### config.mk
export PLATFORM = sky130hd
export DESIGN_NAME = async_rd_ctrl
export DESIGN_NICKNAME = d
export VERILOG_FILES = /design/src/rtl/async_rd_ctrl.sv
export SDC_FILE = /design/constraint.sdc
export NUM_CORES = 1
export LEC_CHECK = 0
export ABC_AREA = 1
export BUFFER_PORTS_ARGS = -buffer_cell sky130_fd_sc_hd__buf_2
export CAP_MARGIN = 20
export CORE_AREA = 3 3 40 42
export CTS_CLUSTER_DIAMETER = 200
export DETAILED_ROUTE_END_ITERATION = 8
export DIE_AREA = 0 0 43 45
export PLACE_DENSITY = 0.66
export SLEW_MARGIN = 25
export SYNTH_ARGS = -nofsm -noshare
export SYNTH_HDL_FRONTEND = slang
export SYNTH_SLANG_ARGS = --single-unit
### constraint.sdc
create_clock -name rd_clk -period 1.9 [get_ports rd_clk]
set_input_delay 0.095 -clock rd_clk [delete_from_list [all_inputs] [get_ports rd_clk]]
set_output_delay 0.095 -clock rd_clk [all_outputs]
set_load 0.005 [all_outputs]
### src/rtl/async_rd_ctrl.sv
// -----------------------------------------------------------------------------
// async_rd_ctrl
// Read-side controller of the dual-clock FIFO. Owns the binary/gray read
// pointer, the registered empty / almost-empty flags and the read-side
// occupancy count, and drives the FIFO memory read address and strobe.
// Everything runs on rd_clk; wr_ptr_rsync arrives already synchronized.
//
// Optional feature: define ASYNC_FIFO_FWFT_EN to compile in a two-entry
// first-word-fall-through stage (output register + skid register).
//
// Ports:
//   rd_clk        in   read-domain clock (rising edge)
//   rst           in   synchronous active-high reset
//   rd_en         in   pop request (FWFT: consume rd_data)
//   wr_ptr_rsync  in   gray write pointer, synchronized to rd_clk
//   rd_addr       out  memory read address (low bits of binary read pointer)
//   mem_rd_en     out  memory read strobe (internal pop)
//   rd_ptr        out  registered gray read pointer for the write domain
//   rd_empty      out  empty flag
//   rd_aempty     out  registered almost-empty flag
//   rd_count      out  registered pointer occupancy 0..DEPTH
//   mem_rdata     in   memory data, one cycle after mem_rd_en (FWFT only)
//   rd_data       out  head-of-FIFO data (FWFT only)
//   rd_valid      out  rd_data valid (FWFT only)
// -----------------------------------------------------------------------------
module async_rd_ctrl #(
  parameter int DEPTH         = 4,
  parameter int DWIDTH        = 32,
  parameter int AEMPTY_THRESH = 1,
  localparam int AWIDTH       = $clog2(DEPTH)
) (
  input  logic              rd_clk,
  input  logic              rst,
  input  logic              rd_en,
  input  logic [AWIDTH:0]   wr_ptr_rsync,
  output logic [AWIDTH-1:0] rd_addr,
  output logic              mem_rd_en,
  output logic [AWIDTH:0]   rd_ptr,
  output logic              rd_empty,
  output logic              rd_aempty,
`ifdef ASYNC_FIFO_FWFT_EN
  output logic [AWIDTH:0]   rd_count,
  input  logic [DWIDTH-1:0] mem_rdata,
  output logic [DWIDTH-1:0] rd_data,
  output logic              rd_valid
`else
  output logic [AWIDTH:0]   rd_count
`endif
);

  localparam logic [AWIDTH:0] AE_TH = (AWIDTH + 1)'(AEMPTY_THRESH);

  // Parameter sanity, resolved at elaboration.
  if ((DEPTH < 2) || ((DEPTH & (DEPTH - 1)) != 0) || (DWIDTH < 1) ||
      (AEMPTY_THRESH < 0) || (AEMPTY_THRESH > DEPTH - 1)) begin : g_param_chk
    $error("async_rd_ctrl: illegal parameter set");
  end

  function automatic logic [AWIDTH:0] gray2bin(input logic [AWIDTH:0] g);
    logic [AWIDTH:0] b;
    b[AWIDTH] = g[AWIDTH];
    for (int i = AWIDTH - 1; i >= 0; i--) begin
      b[i] = b[i+1] ^ g[i];
    end
    return b;
  endfunction

  function automatic logic [AWIDTH:0] bin2gray(input logic [AWIDTH:0] b);
    return b ^ (b >> 1);
  endfunction

  logic [AWIDTH:0] rd_bin_r;
  logic            e_int_r;
  logic            pop_s;
  logic [AWIDTH:0] wr_bin_s;
  logic [AWIDTH:0] rd_bin_next_s;
  logic [AWIDTH:0] occ_s;

  // Pointer arithmetic shared by both build variants.
  always_comb begin
    wr_bin_s      = gray2bin(wr_ptr_rsync);
    rd_bin_next_s = rd_bin_r + {{AWIDTH{1'b0}}, pop_s};
    occ_s         = wr_bin_s - rd_bin_next_s;
  end

  // Read pointer, internal empty and occupancy-derived flags.
  always_ff @(posedge rd_clk) begin
    if (rst) begin
      rd_bin_r  <= '0;
      rd_ptr    <= '0;
      e_int_r   <= 1'b1;
      rd_count  <= '0;
      rd_aempty <= 1'b1;
    end else begin
      rd_bin_r  <= rd_bin_next_s;
      rd_ptr    <= bin2gray(rd_bin_next_s);
      e_int_r   <= (rd_bin_next_s == wr_bin_s);
      rd_count  <= occ_s;
      rd_aempty <= (occ_s <= AE_TH);
    end
  end

  assign rd_addr   = rd_bin_r[AWIDTH-1:0];
  assign mem_rd_en = pop_s;

`ifdef ASYNC_FIFO_FWFT_EN
  logic [1:0]        held_r;   // words in output+skid registers
  logic              pend_r;   // pop issued last cycle, data arrives now
  logic [DWIDTH-1:0] skid_r;
  logic              consume_s;
  logic [1:0]        held_after_s;
  logic [2:0]        fill_s;

  // Prefetch control: pop only while the buffer can absorb the word.
  always_comb begin
    consume_s    = rd_en & rd_valid;
    held_after_s = held_r - {1'b0, consume_s};
    fill_s       = {1'b0, held_r} + {2'b00, pend_r} - {2'b00, consume_s};
    pop_s        = ~e_int_r & (fill_s <= 3'd1);
  end

  // Output/skid data registers and their occupancy.
  always_ff @(posedge rd_clk) begin
    if (rst) begin
      held_r  <= 2'd0;
      pend_r  <= 1'b0;
      rd_data <= '0;
      skid_r  <= '0;
    end else begin
      held_r <= held_after_s + {1'b0, pend_r};
      pend_r <= pop_s;
      // Skid advances on consume; an arriving word lands in whichever
      // register is the first free one after that move.
      if (consume_s && (held_r == 2'd2)) begin
        rd_data <= skid_r;
      end
      if (pend_r) begin
        case (held_after_s)
          2'd0:    rd_data <= mem_rdata;
          2'd1:    skid_r  <= mem_rdata;
          default: skid_r  <= skid_r;
        endcase
      end
    end
  end

  assign rd_valid = (held_r != 2'd0);
  assign rd_empty = ~rd_valid;
`else
  // Plain mode: pop straight from the memory on request.
  always_comb begin
    pop_s = rd_en & ~e_int_r;
  end

  assign rd_empty = e_int_r;
`endif

endmodule

==> results of run 1 <==
cell families after synthesis:
logic type,after synthesis
buf+inv,10
flops,10
simple gates,20
compound gates,4
xor+xnor,2
fa+ha+maj,5
flip-flops by register name, summed over array words and instances (netlist names):
register   flops
rd_count       3
rd_empty       1
rd_bin_r       2
rd_aempty      1
rd_ptr         3
power by group:
| group | total (W) | internal (W) | leakage, nW | switching [W] |
|---|---|---|---|---|
| sequential | 0.000239 | 0.000234 | 0.0826 | 0.00000558 |
| combinational | 0.000111 | 0.0000519 | 0.220 | 0.0000594 |
| clock | 0.000135 | 0.0000726 | 0.0138 | 0.0000620 |
| total | 0.000485 | 0.000358 | 0.317 | 0.000127 |
layout make-up:
cell class / count / area share [%]
sequential: 10 / 33.6
tap: 15 / 3.15
timing repair buffer: 17 / 14.7
clock buffer: 3 / 3.78
inverter: 10 / 6.30
multi-input combinational: 31 / 38.4
metrics by stage:
step	power [W]	cells	worst slack [ns]
6_report	0.000485	86	0.188
3_5_place_dp	0.000356	83	0.199
2_1_floorplan	0.000310	51	0.197
4_1_cts	0.000495	86	0.175
3_3_place_gp	0.000356	83	0.211
5_1_grt	0.000524	86	0.0636
cells in the mapped netlist (all sizes together):
library cell / count
fa: 1
xnor2: 1
o22a: 1
inv: 10
ha: 4
nand3: 5
a21oi: 2
nand2: 9
dfxtp: 10
o21ai: 1
nor2: 6
xor2: 1
worst reg2reg max path: cells and delay by family, from the launching register on:
family / cells / cell delay [ns]
simple gates: 4 / 0.23
fa+ha+maj: 3 / 0.91
buf+inv: 2 / 0.14
flops: 1 / 0.32
per-layer routing:
| layer | track usage, % | routed length, um |
|---|---|---|
| met3 | 7.17 | 72 |
| met2 | 17.4 | 420 |
| met1 | 10.0 | 331 |
| met5 | 0 | 0 |
| met4 | 1.81 | 6 |
final timing paths:
| path | startpoint | end | slack (ns) |
|---|---|---|---|
| worst max-delay path | rd_empty$_SDFF_PP1_ | rd_aempty$_SDFF_PP1_ | 0.19 |
| worst min-delay path | rst | rd_count[2]$_SDFF_PP0_ | 0.1 |
| worst max register to register | rd_empty$_SDFF_PP1_ | rd_aempty$_SDFF_PP1_ | 0.19 |
| worst min register to register | rd_ptr[2]$_SDFF_PP0_ | rd_ptr[2]$_SDFF_PP0_ | 0.65 |
==> results by group, run 1 <==
Status
  • Status: completed

GRT
  • Largest net degree at the start of global routing: 8
  • Initial antenna violation count: 0
  • Vias in the first global route: 343
  • GRT Resource Usage Total: 10.0%
  • First-pass GRT wire length: 1370 um
  • Total gr overflow: 0

Timing
  • Max Freq: 0.584 GHz
  • Setup_tns: 0 ns
  • Slew Limit Fails: 0
  • Count of endpoints failing setup in the final report: 0
  • Slew margin rel.: 84.5%
  • Clk_skew: 0.00470 ns
  • Period minus WS final: 1.71 ns
  • Final Hold Viols: 0
  • RSZ-0062 raised after global routing: false
  • Tcrit/Tclk final: 90.1%
  • Hold slack: 0.0979 ns
  • Worst slew pin tran: 0.233 ns

Critical path
  • Crit-path max FO: 2
  • Delay-heaviest family, CP: adder cells
  • CP Depth: 9
  • Crit path kind: flip-flop to flip-flop
  • Slowest stage delay, CP: 0.45 ns
  • Crit path DAT: 1.87 ns
  • CP Capture Type: flip-flop
  • Startpoint Class: flip-flop
  • Slowest CP cell: fa_1
  • Worst Path Required: 2.05 ns
  • Reg2Reg Depth: 9
  • CP bufs+invs: 2
  • CP Cell Sequence: nor2_1, ha_1, ha_1, inv_1, fa_1, inv_1, nand2_2, nand3_1, nand2_1

Synth
  • Post-Syn Area: 467 um^2
  • Synthesized area per cell: 9.15 um^2
  • Post-synthesis simple-gate area fraction: 22.8%
  • Post-synthesis compound-gate area fraction: 5.90%
  • Gate Count Post-Synth: 51
  • Post-synthesis sequential area ratio: 42.9%
  • Synth Area in Adders: 15.0%
  • Post-synthesis mux area share: 0%
  • Post-synthesis cell type count: 17
  • Leading area contributor after synthesis: dfxtp_1
  • YS warnings: 0
  • Yosys top cell area share: 42.9%
  • Main combinational cell family by area after synthesis: simple AND/OR/NAND/NOR gates
  • #FFs+latches synth: 10
  • Synth Area in XOR/XNOR: 5.36%
  • Top cells by area, synth: dfxtp_1, ha_1, inv_1, nand3_2, nand2_1
  • Syn Nets: 62

Detailed routing
  • DR WL/cell: 9.67 um
  • 1st-iter DRT viols: 4
  • DRT Wirelength: 832 um
  • Drt drc: 0
  • Drt first pass iters: 2
  • DR vias/cell: 4.41
  • Vias: 379
  • Antenna Violating Nets Remaining: 0

Job
  • MaxCap Viol Count: 0

CTS
  • Post-CTS Setup Repair Bufs: 0
  • Maximum clock path buffer count: 2
  • Root buf cell: clkbuf_4
  • CTS tree: yes
  • H-tree depth: 1
  • CTS hold repair buffers: 0
  • Clock sink total: 10
  • CTS Buf Count: 3
  • Clock transition at the registers of the reported paths: 0.06 ns
  • Clock Latency Late Sink: 0.26 ns
  • Resize count post-CTS: 0

Floorplanning
  • DIE WIDTH: 43 um
  • Die Span Y: 45 um
  • Die area: 1940 um^2
  • Starting Density: 36.3%
  • Core area: 1280 um^2
  • Top Ports: 17
  • Cell Rows: 13

Placement
  • # port buffers: 16
  • Placement-stage cell area: 573 um^2
  • Dpl hpwl: 675 um
  • Gp weighted congestion: 0.705

Power and ir drop
  • Leak pwr: 0.317 nW
  • Pwr/cell area: 814 nW/um^2
  • Peak supply drop: 0.452 mV

Cells and area
  • Fraction of final layout cells sized beyond drive strength 1: 42.3%
  • Commonest cells after routing, fill and taps aside: buf_2, dfxtp_1, inv_1
  • Seq. cell area: 200 um^2
  • Number of diodes: 0
  • Core Util, Final: 46.3%
  • Area growth from synthesis to layout: 27.6%
  • Commonest non-fill, non-tap cell in the layout: buf_2
  • Finished Cell Area: 596 um^2
  • Multi-input logic area: 229 um^2
  • Final Net Count: 84
  • Filler instances: 132

Worst hold path
  • Hold Path Class: primary input to flip-flop
  • Worst Hold Path Cells: 2
(Power assumes the default switching activity.)
==> run 2: changes to the inputs <==
--- a/config.mk
+++ b/config.mk
@@ -13,6 +13,7 @@
 export DETAILED_ROUTE_END_ITERATION = 8
 export DIE_AREA = 0 0 43 45
 export PLACE_DENSITY = 0.66
+export SETUP_SLACK_MARGIN = 0.5
 export SLEW_MARGIN = 25
 export SYNTH_ARGS = -nofsm -noshare
 export SYNTH_HDL_FRONTEND = slang
==> results by group, run 2 (same netlist as run 1, synthesis figures left out) <==
Status
  • Status: completed

Cells and area
  • Finished Cell Area: 644 um^2
  • Area growth from synthesis to layout: 38.1%
  • Fin cells: 85
  • Commonest non-fill, non-tap cell in the layout: buf_2
  • Final Net Count: 83
  • Number of diodes: 0
  • Registers with the most flip-flops: rd_count: 3 flops, rd_ptr: 3 flops, rd_bin_r: 2 flops
  • Commonest cells after routing, fill and taps aside: buf_2, dfxtp_1, nand2_1
  • Fraction of final layout cells sized beyond drive strength 1: 57.1%

Placement
  • Dpl hpwl: 732 um
  • Gp weighted congestion: 0.723
  • DP Worst Slack: 0.200 ns
  • Placement-stage cell area: 614 um^2
  • # port buffers: 16
  • Placed Cells incl. Taps: 82

Timing
  • Max Freq: 0.621 GHz
  • Tcrit/Tclk final: 84.7%
  • Setup_tns: 0 ns
  • Final Hold Viols: 0
  • PnR worst setup slack: 0.291 ns
  • Count of endpoints failing setup in the final report: 0
  • Slew margin rel.: 84.1%
  • Worst slew pin tran: 0.239 ns
  • Slew Limit Fails: 0
  • Period minus WS final: 1.61 ns
  • RSZ-0062 raised after global routing: true
  • Clk_skew: 0.00123 ns

Floorplanning
  • Die Span Y: 45 um
  • Cell Rows: 13
  • Core area: 1280 um^2
  • Top Ports: 17
  • Die area: 1940 um^2
  • Starting Density: 36.3%
  • DIE WIDTH: 43 um

Detailed routing
  • Drt drc: 0
  • Vias: 378
  • DRT Wirelength: 832 um
  • DR WL/cell: 9.79 um
  • DR vias/cell: 4.45
  • 1st-iter DRT viols: 1
  • Drt first pass iters: 3
  • Antenna Violating Nets Remaining: 0

CTS
  • Maximum clock path buffer count: 2
  • Post-CTS Setup Repair Bufs: 0
  • Clock sink total: 10
  • H-tree depth: 1
  • CTS tree: yes
  • CTS Buf Count: 3
  • Clock Latency Late Sink: 0.25 ns
  • Root buf cell: clkbuf_4
  • Clock transition at the registers of the reported paths: 0.06 ns

GRT
  • GRT Resource Usage Total: 10.7%
  • Vias in the first global route: 351
  • First-pass GRT wire length: 1430 um
  • Largest net degree at the start of global routing: 8
  • Total gr overflow: 0
  • Initial antenna violation count: 0

Job
  • MaxCap Viol Count: 0

Worst hold path
  • Worst Hold Path Cells: 2
  • Hold path startpoint: rst
  • Endpoint, Worst Hold: rd_count[2]$_SDFF_PP0_
  • Hold Path Class: primary input to flip-flop

Critical path
  • Crit-path max FO: 2
  • Register-to-register setup slack: 0.29 ns
  • Worst Path Required: 2.05 ns
  • Crit path DAT: 1.76 ns
  • Reg2Reg Depth: 8
  • Worst reg2reg startpoint: rd_empty$_SDFF_PP1_
  • RR Endpoint: rd_aempty$_SDFF_PP1_
  • Startpoint Class: flip-flop
  • CP Capture Type: flip-flop
  • Crit path kind: flip-flop to flip-flop

Power and ir drop
  • Peak supply drop: 0.290 mV
  • Pwr/cell area: 797 nW/um^2
  • Leak pwr: 0.308 nW
## run 2: cell types whose count changed in the layout (fill, tap and decap cells not counted), moves of 3 or more
cell,delta
ha_1,-3
inv_2,+3
inv_1,-4
ha_4,+3
## run 2: layout make-up
cell class / count / area [um^2]
clock buffers: 3 / 22.5
fillers: 124 / 641
inverters: 10 / 40.0
multi-input cells: 31 / 282
flip-flops and latches: 10 / 201
well taps: 15 / 18.8
repair buffers: 16 / 80.1
## run 2: timing repair
item	in CTS	in global routing
resized for setup	4	0
hold buffers	0	0
endpoints found under the setup margin	3	4
pin swaps	2	5
## run 2: report_power, final
| group | leakage (nW) | switching (W) | internal (W) |
|---|---|---|---|
| clock | 0.0138 | 0.0000602 | 0.0000725 |
| sequential | 0.0826 | 0.00000911 | 0.000234 |
| combinational | 0.212 | 0.0000701 | 0.0000669 |
## run 2: critical path, cell delays in order, from the launching register on
cell and delay, ns:
dfxtp_2 0.34, nor2_4 0.04, ha_4 0.27, ha_4 0.13, inv_2 0.04, fa_2 0.56
inv_2 0.04, nand3_2 0.05, nand2_1 0.04
## run 2: through the flow
| stage | total power (W) | utilization [%] | hold slack (ns) |
|---|---|---|---|
| floorplan | 0.000333 | - | 0.157 |
| global placement | 0.000377 | 47.8 | 0.359 |
| detailed placement | 0.000383 | 47.8 | 0.359 |
| CTS | 0.000527 | 50.1 | 0.0871 |
| global route | 0.000557 | 50.1 | 0.0860 |
| finish | 0.000513 | 50.1 | 0.0999 |
## run 2: worst max path at each step
stage	from	end	slack, ns
2_1_floorplan	rd_empty$_SDFF_PP1_	rd_aempty$_SDFF_PP1_	0.32
3_3_place_gp	wr_ptr_rsync[2]	rd_aempty$_SDFF_PP1_	0.23
3_5_place_dp	wr_ptr_rsync[2]	rd_aempty$_SDFF_PP1_	0.20
4_1_cts	rd_empty$_SDFF_PP1_	rd_aempty$_SDFF_PP1_	0.28
5_1_grt	rd_empty$_SDFF_PP1_	rd_aempty$_SDFF_PP1_	0.22
6_report	rd_empty$_SDFF_PP1_	rd_aempty$_SDFF_PP1_	0.29
## run 2: metal layers
| layer | part of all wire, % | up-vias | GRT usage, % | wire, um |
|---|---|---|---|---|
| li1 | - | 196 | - | - |
| met1 | 43 | 168 | 12.7 | 359 |
| met2 | 48 | 12 | 15.3 | 397 |
| met3 | 6.9 | 2 | 3.98 | 57 |
| met4 | 2.0 | 0 | 9.04 | 17 |
| met5 | 0 | - | 0 | 0 |
